$ cat src/rtl/lsu_pkg.sv
// Shared types and helpers for the load/store unit.
package lsu_pkg;

  typedef enum logic [1:0] {
    IDLE = 2'd0,
    BUSY = 2'd1,
    DONE = 2'd2
  } state_t;

  localparam logic [2:0] F3_B  = 3'd0;
  localparam logic [2:0] F3_H  = 3'd1;
  localparam logic [2:0] F3_W  = 3'd2;
  localparam logic [2:0] F3_BU = 3'd4;
  localparam logic [2:0] F3_HU = 3'd5;

  // Byte enables for an access of the given width at the given word offset.
  function automatic logic [3:0] be_gen(input logic [2:0] funct3, input logic [1:0] addr);
    logic [3:0] be;
    case (funct3)
      F3_B, F3_BU: be = 4'b0001 << addr;
      F3_H, F3_HU: be = addr[1] ? 4'b1100 : 4'b0011;
      F3_W:        be = 4'b1111;
      default:     be = 4'b0000;
    endcase
    return be;
  endfunction

  // Encodings with no meaning: reserved funct3 values, and unsigned stores.
  function automatic logic is_illegal(input logic [2:0] funct3, input logic we);
    logic bad;
    case (funct3)
      F3_B, F3_H, F3_W: bad = 1'b0;
      F3_BU, F3_HU:     bad = we;
      default:          bad = 1'b1;
    endcase
    return bad;
  endfunction

endpackage

$ cat src/rtl/lsu_align.sv
// Lane steering between the core and the word bus.
// load=0: replicate store data across lanes. load=1: extract and extend load data.
// misalign reports an access whose width does not divide the byte offset.
module lsu_align
  import lsu_pkg::*;
(
  input  logic        load,
  input  logic [2:0]  funct3,
  input  logic [1:0]  addr,
  input  logic [31:0] word,
  output logic [31:0] aligned,
  output logic        misalign
);

  logic [7:0]  lane_b;
  logic [15:0] lane_h;

  // Pick the addressed byte lane of the bus word.
  always_comb begin
    case (addr)
      2'd0:    lane_b = word[7:0];
      2'd1:    lane_b = word[15:8];
      2'd2:    lane_b = word[23:16];
      default: lane_b = word[31:24];
    endcase
  end

  assign lane_h = addr[1] ? word[31:16] : word[15:0];

  // Width-dependent replication / extension and alignment check.
  always_comb begin
    aligned  = '0;
    misalign = 1'b0;
    case (funct3)
      F3_B:  aligned = load ? {{24{lane_b[7]}}, lane_b} : {4{word[7:0]}};
      F3_BU: aligned = load ? {24'b0, lane_b} : {4{word[7:0]}};
      F3_H: begin
        misalign = addr[0];
        aligned  = load ? {{16{lane_h[15]}}, lane_h} : {2{word[15:0]}};
      end
      F3_HU: begin
        misalign = addr[0];
        aligned  = load ? {16'b0, lane_h} : {2{word[15:0]}};
      end
      F3_W: begin
        misalign = (addr != 2'd0);
        aligned  = word;
      end
      default: ;
    endcase
  end

endmodule

$ cat src/rtl/lsu.sv
// Load/store unit: one core load/store becomes one byte-enabled word bus access.
// Optional bus timeout is compiled in with `define LSU_TIMEOUT_EN.
module lsu
  import lsu_pkg::*;
#(
  parameter int XLEN           = 32,
  parameter int TIMEOUT_CYCLES = 64
) (
  input  logic            clk_i,
  input  logic            rst_i,
  input  logic            req_i,
  input  logic            we_i,
  input  logic [2:0]      funct3_i,
  input  logic [XLEN-1:0] addr_i,
  input  logic [XLEN-1:0] wdata_i,
  output logic [XLEN-1:0] rdata_o,
  output logic            stall_o,
  output logic            done_o,
  output logic            err_o,
  output logic            bus_req_o,
  output logic            bus_we_o,
  output logic [3:0]      bus_be_o,
  output logic [XLEN-1:0] bus_addr_o,
  output logic [XLEN-1:0] bus_wdata_o,
  input  logic            bus_ack_i,
  input  logic [XLEN-1:0] bus_rdata_i
);

  state_t state, state_d;

  logic [2:0]      f3_q, f3_d;
  logic [1:0]      off_q, off_d;
  logic            bus_req_d, bus_we_d, done_d, err_d;
  logic [3:0]      bus_be_d;
  logic [XLEN-1:0] bus_addr_d, bus_wdata_d, rdata_d;

  logic            al_load, al_mis;
  logic [2:0]      al_f3;
  logic [1:0]      al_off;
  logic [31:0]     al_word, al_out;
  logic            bad, timeout;

  // One aligner serves both directions: store data while idle, load data while busy.
  assign al_load = (state == BUSY);
  assign al_f3   = al_load ? f3_q : funct3_i;
  assign al_off  = al_load ? off_q : addr_i[1:0];
  assign al_word = al_load ? bus_rdata_i : wdata_i;

  lsu_align u_align (
    .load     (al_load),
    .funct3   (al_f3),
    .addr     (al_off),
    .word     (al_word),
    .aligned  (al_out),
    .misalign (al_mis)
  );

  assign bad = is_illegal(funct3_i, we_i) | al_mis;

`ifdef LSU_TIMEOUT_EN
  localparam int CNT_W = $clog2(TIMEOUT_CYCLES + 1);
  logic [CNT_W-1:0] cnt;

  // Busy-cycle counter, zero whenever the FSM is outside BUSY.
  always_ff @(posedge clk_i or negedge rst_i) begin
    if (!rst_i)              cnt <= '0;
    else if (state != BUSY)  cnt <= '0;
    else                     cnt <= cnt + 1'b1;
  end

  assign timeout = (cnt == CNT_W'(TIMEOUT_CYCLES - 1));
`else
  assign timeout = 1'b0;
`endif

  // State register.
  always_ff @(posedge clk_i or negedge rst_i) begin
    if (!rst_i) state <= IDLE;
    else        state <= state_d;
  end

  // Next-state logic; an ack on the timeout cycle still completes normally.
  always_comb begin
    state_d = state;
    case (state)
      IDLE:    if (req_i) state_d = bad ? DONE : BUSY;
      BUSY:    if (bus_ack_i || timeout) state_d = DONE;
      DONE:    state_d = IDLE;
      default: state_d = IDLE;
    endcase
  end

  // Next values of the registered outputs.
  always_comb begin
    bus_req_d   = bus_req_o;
    bus_we_d    = bus_we_o;
    bus_be_d    = bus_be_o;
    bus_addr_d  = bus_addr_o;
    bus_wdata_d = bus_wdata_o;
    f3_d        = f3_q;
    off_d       = off_q;
    done_d      = 1'b0;
    err_d       = 1'b0;
    rdata_d     = '0;
    case (state)
      IDLE: begin
        if (req_i) begin
          if (bad) begin
            done_d = 1'b1;
            err_d  = 1'b1;
          end else begin
            bus_req_d   = 1'b1;
            bus_we_d    = we_i;
            bus_be_d    = be_gen(funct3_i, addr_i[1:0]);
            bus_addr_d  = {addr_i[XLEN-1:2], 2'b00};
            bus_wdata_d = al_out;
            f3_d        = funct3_i;
            off_d       = addr_i[1:0];
          end
        end
      end
      BUSY: begin
        if (bus_ack_i) begin
          bus_req_d = 1'b0;
          done_d    = 1'b1;
          if (!bus_we_o) rdata_d = al_out;
        end else if (timeout) begin
          bus_req_d = 1'b0;
          done_d    = 1'b1;
          err_d     = 1'b1;
        end
      end
      default: ;
    endcase
  end

  // Output and access-context registers.
  always_ff @(posedge clk_i or negedge rst_i) begin
    if (!rst_i) begin
      bus_req_o   <= 1'b0;
      bus_we_o    <= 1'b0;
      bus_be_o    <= 4'b0;
      bus_addr_o  <= '0;
      bus_wdata_o <= '0;
      f3_q        <= 3'b0;
      off_q       <= 2'b0;
      done_o      <= 1'b0;
      err_o       <= 1'b0;
      rdata_o     <= '0;
    end else begin
      bus_req_o   <= bus_req_d;
      bus_we_o    <= bus_we_d;
      bus_be_o    <= bus_be_d;
      bus_addr_o  <= bus_addr_d;
      bus_wdata_o <= bus_wdata_d;
      f3_q        <= f3_d;
      off_q       <= off_d;
      done_o      <= done_d;
      err_o       <= err_d;
      rdata_o     <= rdata_d;
    end
  end

  // Held low during reset so every output reads 0 while rst_i is asserted.
  assign stall_o = rst_i & req_i & ~done_o;

endmodule

$ cat config.mk
export PLATFORM = sky130hd
export DESIGN_NAME = lsu
export DESIGN_NICKNAME = d
export VERILOG_FILES = /design/src/rtl/lsu_pkg.sv /design/src/rtl/lsu_align.sv /design/src/rtl/lsu.sv
export SDC_FILE = /design/constraint.sdc
export NUM_CORES = 1
export LEC_CHECK = 0
export CORE_MARGIN = 2
export CORE_UTILIZATION = 45
export CTS_CLUSTER_DIAMETER = 50
export DETAILED_ROUTE_END_ITERATION = 10
export HOLD_SLACK_MARGIN = 0.05
export PLACE_DENSITY = 0.81
export SLEW_MARGIN = 5
export SYNTH_ARGS = -nofsm -noshare
export SYNTH_HDL_FRONTEND = slang
export SYNTH_SLANG_ARGS = --single-unit
$ cat constraint.sdc
create_clock -name clk_i -period 2.6 [get_ports clk_i]
set_input_delay 0.65 -clock clk_i [delete_from_list [all_inputs] [get_ports clk_i]]
set_output_delay 0.65 -clock clk_i [all_outputs]
set_load 0.005 [all_outputs]
# == Word-level counts from Yosys, hierarchy flattened ==
# Cells that the tools add are included.
# totals
regBits,109
input_bits,104
output_inout_bits,105
word_cells,75
# classes
n_eq_ne,14
shift,1
n_mux,30
bitwise,5
reduce_logical,14
# ops
cell,n
32-bit 2-to-1 mux,8
32-bit case mux with 5 select lines,1
8-bit case mux with 3 select lines,1
16-bit 2-to-1 mux,1
"3-bit == test, second input constant",4
4-bit case mux with 3 select lines,1
2-bit 2-to-1 mux,4
1-bit case mux with 2 select lines,4
2-bit OR reduction,4
1-bit 2-to-1 mux,7
"3-bit by 1-bit == test with 1-bit output, second input constant",2
"3-bit by 2-bit == test with 1-bit output, second input constant",2
3-bit logical NOT,2
"2-bit inequality test, second input constant",3
"2-bit by 1-bit == test with 1-bit output, second input constant",2
2-bit logical NOT,2
4-bit 2-to-1 mux,1
2-bit case mux with 2 select lines,1
4-bit AND reduction,1
2-bit nonzero test,2
"1-bit by 2-bit << shifter with 4-bit output, first input constant",1
3-bit 2-to-1 mux,1
3-bit AND reduction,1
3-bit OR reduction,1
5 further kinds,7

# == Depth between registers and ports, before layout ==
# Gate-level depths: netlist of the first run.
# logic_depth
ltp_word,9
ltp_mapped,10
depth_no_buf,6

# == Hierarchy ==
# Synthesis of the first run repeated with hierarchy kept, for this count alone.
# unflattened
cells_unflattened,433
hier_area_um2,5644.2
# by_module_without_submodules
mod,instances,cells_per_inst,area_per_inst_um2,seq_area_each_um2
lsu,1,293,4644.5,2727.6
lsu_align,1,140,999.7,0.0

# == Least setup slack after synthesis of the first run ==
# Ideal clock, no wire load.
# synth_timing
kind,input-to-reg
from,in funct3_i[0]
to,reg bus_wdata_o[6]
setup_ps,127
t_arrival_ps,2244
t_required_ps,2473
setup_slack_ps,229
stages,8
cell_sequence,clkbuf_1 or3b_1 mux2i_1 a221oi_2 and3_1 buf_2 buf_6 mux2_1
# synth_between
elab_chain_cells,7
elab_cells_between_ends,20
classes_between,eq/ne (8); mux (4); bitwise (2); reduce/logical (6)
# synth_rtl
element,line_no,rtl
"start, declared",lsu.sv:13,"input logic [2:0] funct3_i,"
3-bit 2-to-1 mux,lsu.sv:45,assign al_f3 = al_load ? f3_q : funct3_i;
3-bit by 1-bit == test with 1-bit output / 3-bit == test (equally long branches),lsu_align.sv:34,case (funct3)
2-bit OR reduction (no source line),-,
1-bit case mux with 2 select lines,lsu_align.sv:34,
1-bit OR,lsu.sv:58,"assign bad = is_illegal(funct3_i, we_i) | al_mis;"
1-bit inverter (no source line),-,
3-bit AND reduction (no source line),-,
"end signal, assigned",lsu.sv:155,bus_wdata_o <= bus_wdata_d;
"end, declared",lsu.sv:24,"output logic [XLEN-1:0] bus_wdata_o,"
# Parallel ways exist; a longest one is shown, timed or not.
# A chain may end at the register's enable or synchronous reset.

# == Worst setup path in the final report of the first run ==
# layout_timing
from,in funct3_i[0]
to,reg rdata_o[25]
# layout_between
elab_chain_cells,6
elab_cells_between_ends,10
classes_between,eq/ne (4); mux (5); reduce/logical (1)
# layout_rtl
element,line_no,rtl
3-bit 2-to-1 mux (*),lsu.sv:45,
3-bit by 2-bit == test with 1-bit output (tied with other cells),lsu_align.sv:34,
32-bit case mux with 5 select lines (*),lsu_align.sv:34,
32-bit 2-to-1 mux (*),lsu.sv:126,if (!bus_we_o) rdata_d = al_out;
32-bit 2-to-1 mux (*),lsu.sv:123,if (bus_ack_i) begin
32-bit 2-to-1 mux (*),lsu.sv:105,case (state)
named net rdata_d[25],lsu.sv:35,"logic [XLEN-1:0] bus_addr_d, bus_wdata_d, rdata_d;"
"end signal, assigned",lsu.sv:160,rdata_o <= rdata_d;
"end, declared",lsu.sv:16,"output logic [XLEN-1:0] rdata_o,"
# Mark *: on every way through the listed nets, which the timed path passes. The rest lies on a longest branch.

==> metrics.txt, run 1 <==
CP required between 2 and 3 ns; Critical Path Sink Type flip-flop; layout cells sized above 1 around 15%; # diodes 0; most frequent cells in the layout clkdlybuf4s50_1 (205), nand2_1 (154), dfrtp_1 (109); clock-pin slew on the worst setup and hold paths ~0.080 ns; slowest cell delay on critical path a little over 0.5 ns; Slew Limit Headroom 52.3%; Routed Antenna Nets 0; # H-tree levels 3; Sw Share between 30% and 40%; Seq/Total Area, Yosys a little under half; # DRC 0; fmax around 400 MHz; total number of vias about 6400; Pins Over Slew Limit 0; Tmin final about 2.5 ns; most common cell after layout, fill and taps aside clkdlybuf4s50_1; Net Sw Power about 3.0 mW; Vias/cell 5.84; final hold violation count 0; layout filler cell count roughly 990; max cap viols 0; CP max stage cell clkdlybuf4s50_1; Syn Std Cell Area around 5700 sq um; Initial Utilization around 46%; Reg power frac between 30% and 40%; nets@finish about 1000; Core ar. roughly 13000 sq um; RSZ-0062 raised after global routing false; Worst-Margin Slew 0.716 ns; Cell Pwr Density slightly above 900 nW/um^2; row count 41; Post-synth EDFFs 0; Post-synth ARST share 100%; internal power 5.15 mW; Synth area leaders dfrtp_1 (48%), nand2_1 (10%), a21oi_1 (4.1%); gate count of the mapped netlist ~650; Yosys cell types 64; Setup CP Type primary input to flip-flop; crit path max fanout 11; largest net degree at the start of global routing 57; number of synthesized register bits ~110; status finished, final reports clean; Most common cell on crit path buf_4; Clk pwr share roughly 18%; initial antenna violation count 0; total track usage between 30% and 40%; CTS Buf Count 9; Tcrit/Tclk final a little over nine tenths; Placer Congestion about 1; DRT iter0 DRCs about 630; CP cell instances clkdlybuf4s50_1 -> buf_4 -> inv_1 -> a21oi_1 -> nor3_1 -> a221o_1 -> a2111oi_0 -> buf_4 -> nor2_1; Leakage just under 4 nW; non-filler cells, final 1090; Routed WL approximately 23000 um; Clock Latency Late Sink approximately 0.37 ns; Area growth, synth to finish 55.8%; share of the synthesized area in the top cell type a little under half; vias in the first global route 6156; CTS max path bufs 2; Placed Cells incl. Taps ~1100; worst hold path type primary input to async pin; first-pass GRT wire length approximately 34000 um; ys flop type dfrtp_1; Final Setup Violations 0; IO buf count ~200; peak supply drop 0.538 mV; die width around 120 um; die height approximately 120 um; GRT overflow 0; Routed wire per std cell ~21 um; die area ~14000 sq um; Yosys top cell by area dfrtp_1; share of power burned in combinational logic between 40% and 50%; crit path DAT about 2.7 ns; CTS root buffer clkbuf_16; Pre-antenna DRT Iters 6; CTS sink count about 110; Yosys warnings 0; CTS tree built; Startpoint Class primary input; DPL Wire Length 17400 um; clock skew 0.00821 ns; Avg Synthesized Cell Area ~8.8 sq um; setup TNS 0 ns; # IOs between 200 and 250
==> worst max-delay path, delay by kind of cell <==
| kind | cells | cell delay [ns] |
|---|---|---|
| buf+inv | 4 | 1.10 |
| compound gates | 3 | 0.85 |
| simple gates | 2 | 0.11 |
==> layout make-up <==
cell class / count / area (sq um) / share of cell area (%)
clock buffers: 9 / 225 / 2.53
inverters: 3 / 11.3 / 0.127
clock inverters: 7 / 90.1 / 1.01
repair buffers: 301 / 2860 / 32.1
well taps: 172 / 215 / 2.42
flip-flops and latches: 109 / 2730 / 30.6
multi-input cells: 489 / 2770 / 31.1
==> kinds of logic after synthesis <==
family	synth area share, %
AOI/OAI and AO/OA	21.8
buffers and inverters	4.64
DFF	47.8
muxes	3.26
other	0.0657
and+or+nand+nor	22.5
==> through the flow <==
step                      util [%]  power [mW]  setup slack (ns)  cell area (sq um)  hold slack, ns
after floorplan                  -        4.33             0.229               5720           0.354
after global placement        68.4        6.52            -0.399               8560           0.457
after detailed placement      68.4        6.64            -0.370               8560           0.462
after CTS                     70.9        8.15            0.0540               8880          0.0793
after global routing          71.1        8.64          0.000555               8900          0.0709
final                         71.1        8.18            0.0919               8900          0.0814
==> power groups by stage <==
stage	clock [mW]	combinational (mW)	sequential, mW
after floorplan	0	1.62	2.71
after global placement	0	3.81	2.71
after detailed placement	0	3.91	2.74
after CTS	1.49	3.94	2.72
after global routing	1.57	4.29	2.78
final	1.48	3.98	2.72
==> layer usage <==
layer	GRT usage (%)	up-vias	wire (um)
li1	-	2866	-
met1	43.8	3071	9100
met2	55.3	369	11300
met3	6.54	64	1870
met4	13.8	0	664
met5	0	-	0
==> registers in the layout (all words and copies together) (netlist names) <==
signal / count
bus_wdata_o: 32
f3_q: 3
bus_req_o: 1
bus_addr_o: 30
state: 2
bus_we_o: 1
off_q: 2
rdata_o: 32
bus_be_o: 4
done_o: 1
err_o: 1
==> Yosys cell counts (10+ instances only) <==
cell,instances
a21oi_1,47
a221oi_1,10
a31oi_1,16
buf_2,17
clkbuf_1,17
dfrtp_1,109
mux2i_1,13
nand2_1,154
nor2_1,61
nor3_1,13
o21ai_0,29
o21ai_1,15
==> worst paths after layout <==
kind / start / endpoint / slack [ns] / cells past startpoint
setup / recovery: funct3_i[0] / rdata_o[25] / 0.09 / 9
hold / removal: rst_i / bus_wdata_o[0] / 0.08 / 1
setup reg to reg: state[1] / bus_wdata_o[6] / 0.18 / 7
hold reg to reg: bus_addr_o[20] / bus_addr_o[20] / 0.48 / 2
max in group asynchronous: rst_i / bus_addr_o[20] / 1.65 / 2
min in group clk_i: bus_addr_o[20] / bus_addr_o[20] / 0.48 / 2
==> repair_timing <==
item | 4_1_cts | 5_1_grt
hold buffers | 0 | 0
resized for setup | 1 | 6
cloned | 0 | 0
setup endpoints to repair | 1 | 42
pin swaps | 0 | 0
setup buffers | 0 | 0
(Power assumes the default switching activity.)
==> inputs of run 2 (changes only) <==
--- a/config.mk
+++ b/config.mk
@@ -15,3 +15,4 @@
 export SYNTH_ARGS = -nofsm -noshare
 export SYNTH_HDL_FRONTEND = slang
 export SYNTH_SLANG_ARGS = --single-unit
+export TNS_END_PERCENT = 5
==> results of run 2 <==
The final DEF is identical to that of run 1; final timing and power are the same.
==> inputs of run 3 (changes only) <==
--- a/config.mk
+++ b/config.mk
@@ -14,5 +14,6 @@
 export SLEW_MARGIN = 5
 export SYNTH_ARGS = -nofsm -noshare
 export SYNTH_HDL_FRONTEND = slang
+export SYNTH_HIERARCHICAL = 1
 export SYNTH_SLANG_ARGS = --single-unit
 export TNS_END_PERCENT = 5
==> run 3 against run 2 <==
  * The flow now finishes with violations (setup timing)
  * Sequential power decreased by 3%
  * Clock skew about the same
  * Global-route usage decreased by 8.7 points
  * Die area shrank 1.1%
  * Final area shrank 1.5%
  * Combinational power increased by 11%
  * Core utilization grew 1.3 points
  * Clock-buffer cell count unchanged
  * Area after synthesis down 1.2%
  * Critical path depth rose by 1
==> metrics.txt, run 3 <==
number of synthesized register bits about 110; Post-synth EDFFs 0; Pins Over Slew Limit 0; Sequential Area 2730 sq um; Tcrit/Tclk final 101%; DPL Wire Length about 12000 um; # IOs around 210; RSZ-0062 raised after global routing true; Yosys warnings 6; Routed WL 16800 um; Syn Std Cell Area 5640 sq um; Final Setup Violations 4; Routed Antenna Nets 0; Setup CP Type flip-flop to flip-flop; final hold slack around 0.43 ns; crit path DAT ~2.9 ns; layout filler cell count around 860; # DRC 0; Slew Limit Headroom between 40% and 50%; total track usage approximately 25%; Clock Latency Late Sink 0.36 ns; CTS tree built; die area roughly 13000 sq um; CTS max path bufs 2; layout cells sized above 1 between 30% and 40%; Critical Path Sink Type flip-flop; GRT overflow 0; max cap viols 0; ys flop type dfrtp_1; Simple-Gate Fraction of Synth Area 10.4%; Seq/Total Area, Yosys between 40% and 50%; Leakage roughly 4 nW; most frequent cells in the layout clkdlybuf4s50_1 (205), dfrtp_1 (109), mux2_4 (80); initial antenna violation count 0; row count 40; Final Core Density between 70% and 80%; largest net degree at the start of global routing 68; # H-tree levels 3; CTS root buffer clkbuf_16; vias in the first global route 4578; nets@finish 778; final hold violation count 0; CTS Buf Count 9; fmax about 380 MHz; # diodes 0; post-synthesis xor/xnor area fraction 0%; hold_buf cts 0; Avg Synthesized Cell Area 13.0 sq um; crit path max fanout 9; peak supply drop 0.381 mV; Post-synth top cells dfrtp_1 (109), mux2_2 (60), mux2_4 (59); mux share of post-synthesis cell area 28.1%; Yosys cell types 43; Yosys top cell by area dfrtp_1; compound-cell area share of the yosys netlist 9.62%; DRT iter0 DRCs 405; Vias/cell 5.35; share of the synthesized area in the top cell type about half; failing checks setup timing; Initial Utilization between 40% and 50%; die height approximately 120 um; Adder-Cell Fraction of Synth Area 0%; gate count of the mapped netlist approximately 430; clock skew 0.00813 ns; Startpoint Class flip-flop; setup TNS -0.0840 ns; most common cell after layout, fill and taps aside clkdlybuf4s50_1; first-pass GRT wire length ~25000 um; largest family of logic cells by synthesized area multiplexers; total number of vias about 4500; die width approximately 120 um; status finished with violations; Worst-Margin Slew between 0.8 and 0.9 ns; Multi-input gate area 2880 sq um; Tmin final 2.63 ns; Post-synth ARST share 100%; worst hold path type primary input to async pin; PnR worst setup slack -0.0293 ns; flop2flop setup slack -0.03 ns; CTS sink count about 110; Synth area leaders dfrtp_1 (48%), mux2_4 (16%), mux2_2 (12%); dominant cell by count in the synthesized netlist dfrtp_1; CP required slightly below 3 ns; clock-pin slew on the worst setup and hold paths about 0.07 ns; IO buf count 206; Pre-antenna DRT Iters 7; Core ar. approximately 12000 sq um; Routed wire per std cell just under 20 um; Placer Congestion just over 0.8; Area growth, synth to finish 55.4%; Cell Pwr Density between 900 and 1000 nW/um^2; biggest regs bus_wdata_o x32, rdata_o x32, bus_addr_o x30
## run 3: logic make-up (layout without fill, tap and decap cells)
kind of cell	Yosys count	after routing
AO/OA/AOI/OAI	68	68
buffers and inverters	31	276
flip-flops	109	109
multiplexers	120	120
other	1	2
AND/OR/NAND/NOR	104	104
## run 3: worst paths after layout
| check | start | depth (start not counted) | end |
|---|---|---|---|
| min in group clk_i | bus_req_o | 2 | bus_req_o |
| hold reg to reg | bus_req_o | 2 | bus_req_o |
| hold / removal | rst_i | 2 | bus_wdata_o[24] |
| setup reg to reg | state[0] | 10 | bus_wdata_o[31] |
| max in group asynchronous | rst_i | 2 | bus_wdata_o[11] |
| setup / recovery | state[0] | 10 | bus_wdata_o[31] |
## run 3: worst max-delay path, cell delays in order, from the launching register on
cell and delay, ns:
dfrtp_1 0.38, nor2b_4 0.29, buf_12 0.16, mux2_4 0.35, buf_8 0.16, nor4b_4 0.33
a32oi_4 0.13, or2_4 0.27, buf_6 0.12, o211ai_1 0.17, mux2_4 0.21
## run 3: power by group
part           switching, mW  internal (mW)
combinational           1.65           2.78
sequential             0.352           2.29
clock                  0.632          0.946
## run 3: final cells by class
type | instances | share of cell area, %
tap | 168 | 2.40
inverter | 2 | 0.0856
multi-input combinational | 294 | 32.8
clock inverter | 7 | 1.37
timing repair buffer | 258 | 29.7
clock buffer | 9 | 2.57
sequential | 109 | 31.1
## run 3: what timing repair did
action | in CTS | in global routing
setup endpoints to repair | 78 | 75
buffers inserted | 1 | 3
gates resized for setup | 9 | 29
cloned | 1 | 1
pin swaps | 3 | 9
## run 3: per-layer routing
| layer | GRT usage [%] | vias up | part of all wire, % |
|---|---|---|---|
| met5 | 0 | - | 0 |
| met4 | 10.0 | 0 | 2.4 |
| met3 | 4.71 | 33 | 6.6 |
| met2 | 41.0 | 212 | 49 |
| met1 | 32.7 | 2249 | 42 |
| li1 | - | 2039 | - |
## run 3: per-stage QoR
| step | std cells | setup WS [ns] | power [mW] | area [sq um] |
|---|---|---|---|---|
| floorplan | 434 | -0.0881 | 4.80 | 5700 |
| global placement | 825 | -0.307 | 6.68 | 8180 |
| detailed placement | 825 | -0.362 | 6.78 | 8180 |
| CTS | 843 | -0.0170 | 8.49 | 8600 |
| global route | 847 | -0.0780 | 9.08 | 8770 |
| finish | 847 | -0.0293 | 8.64 | 8770 |
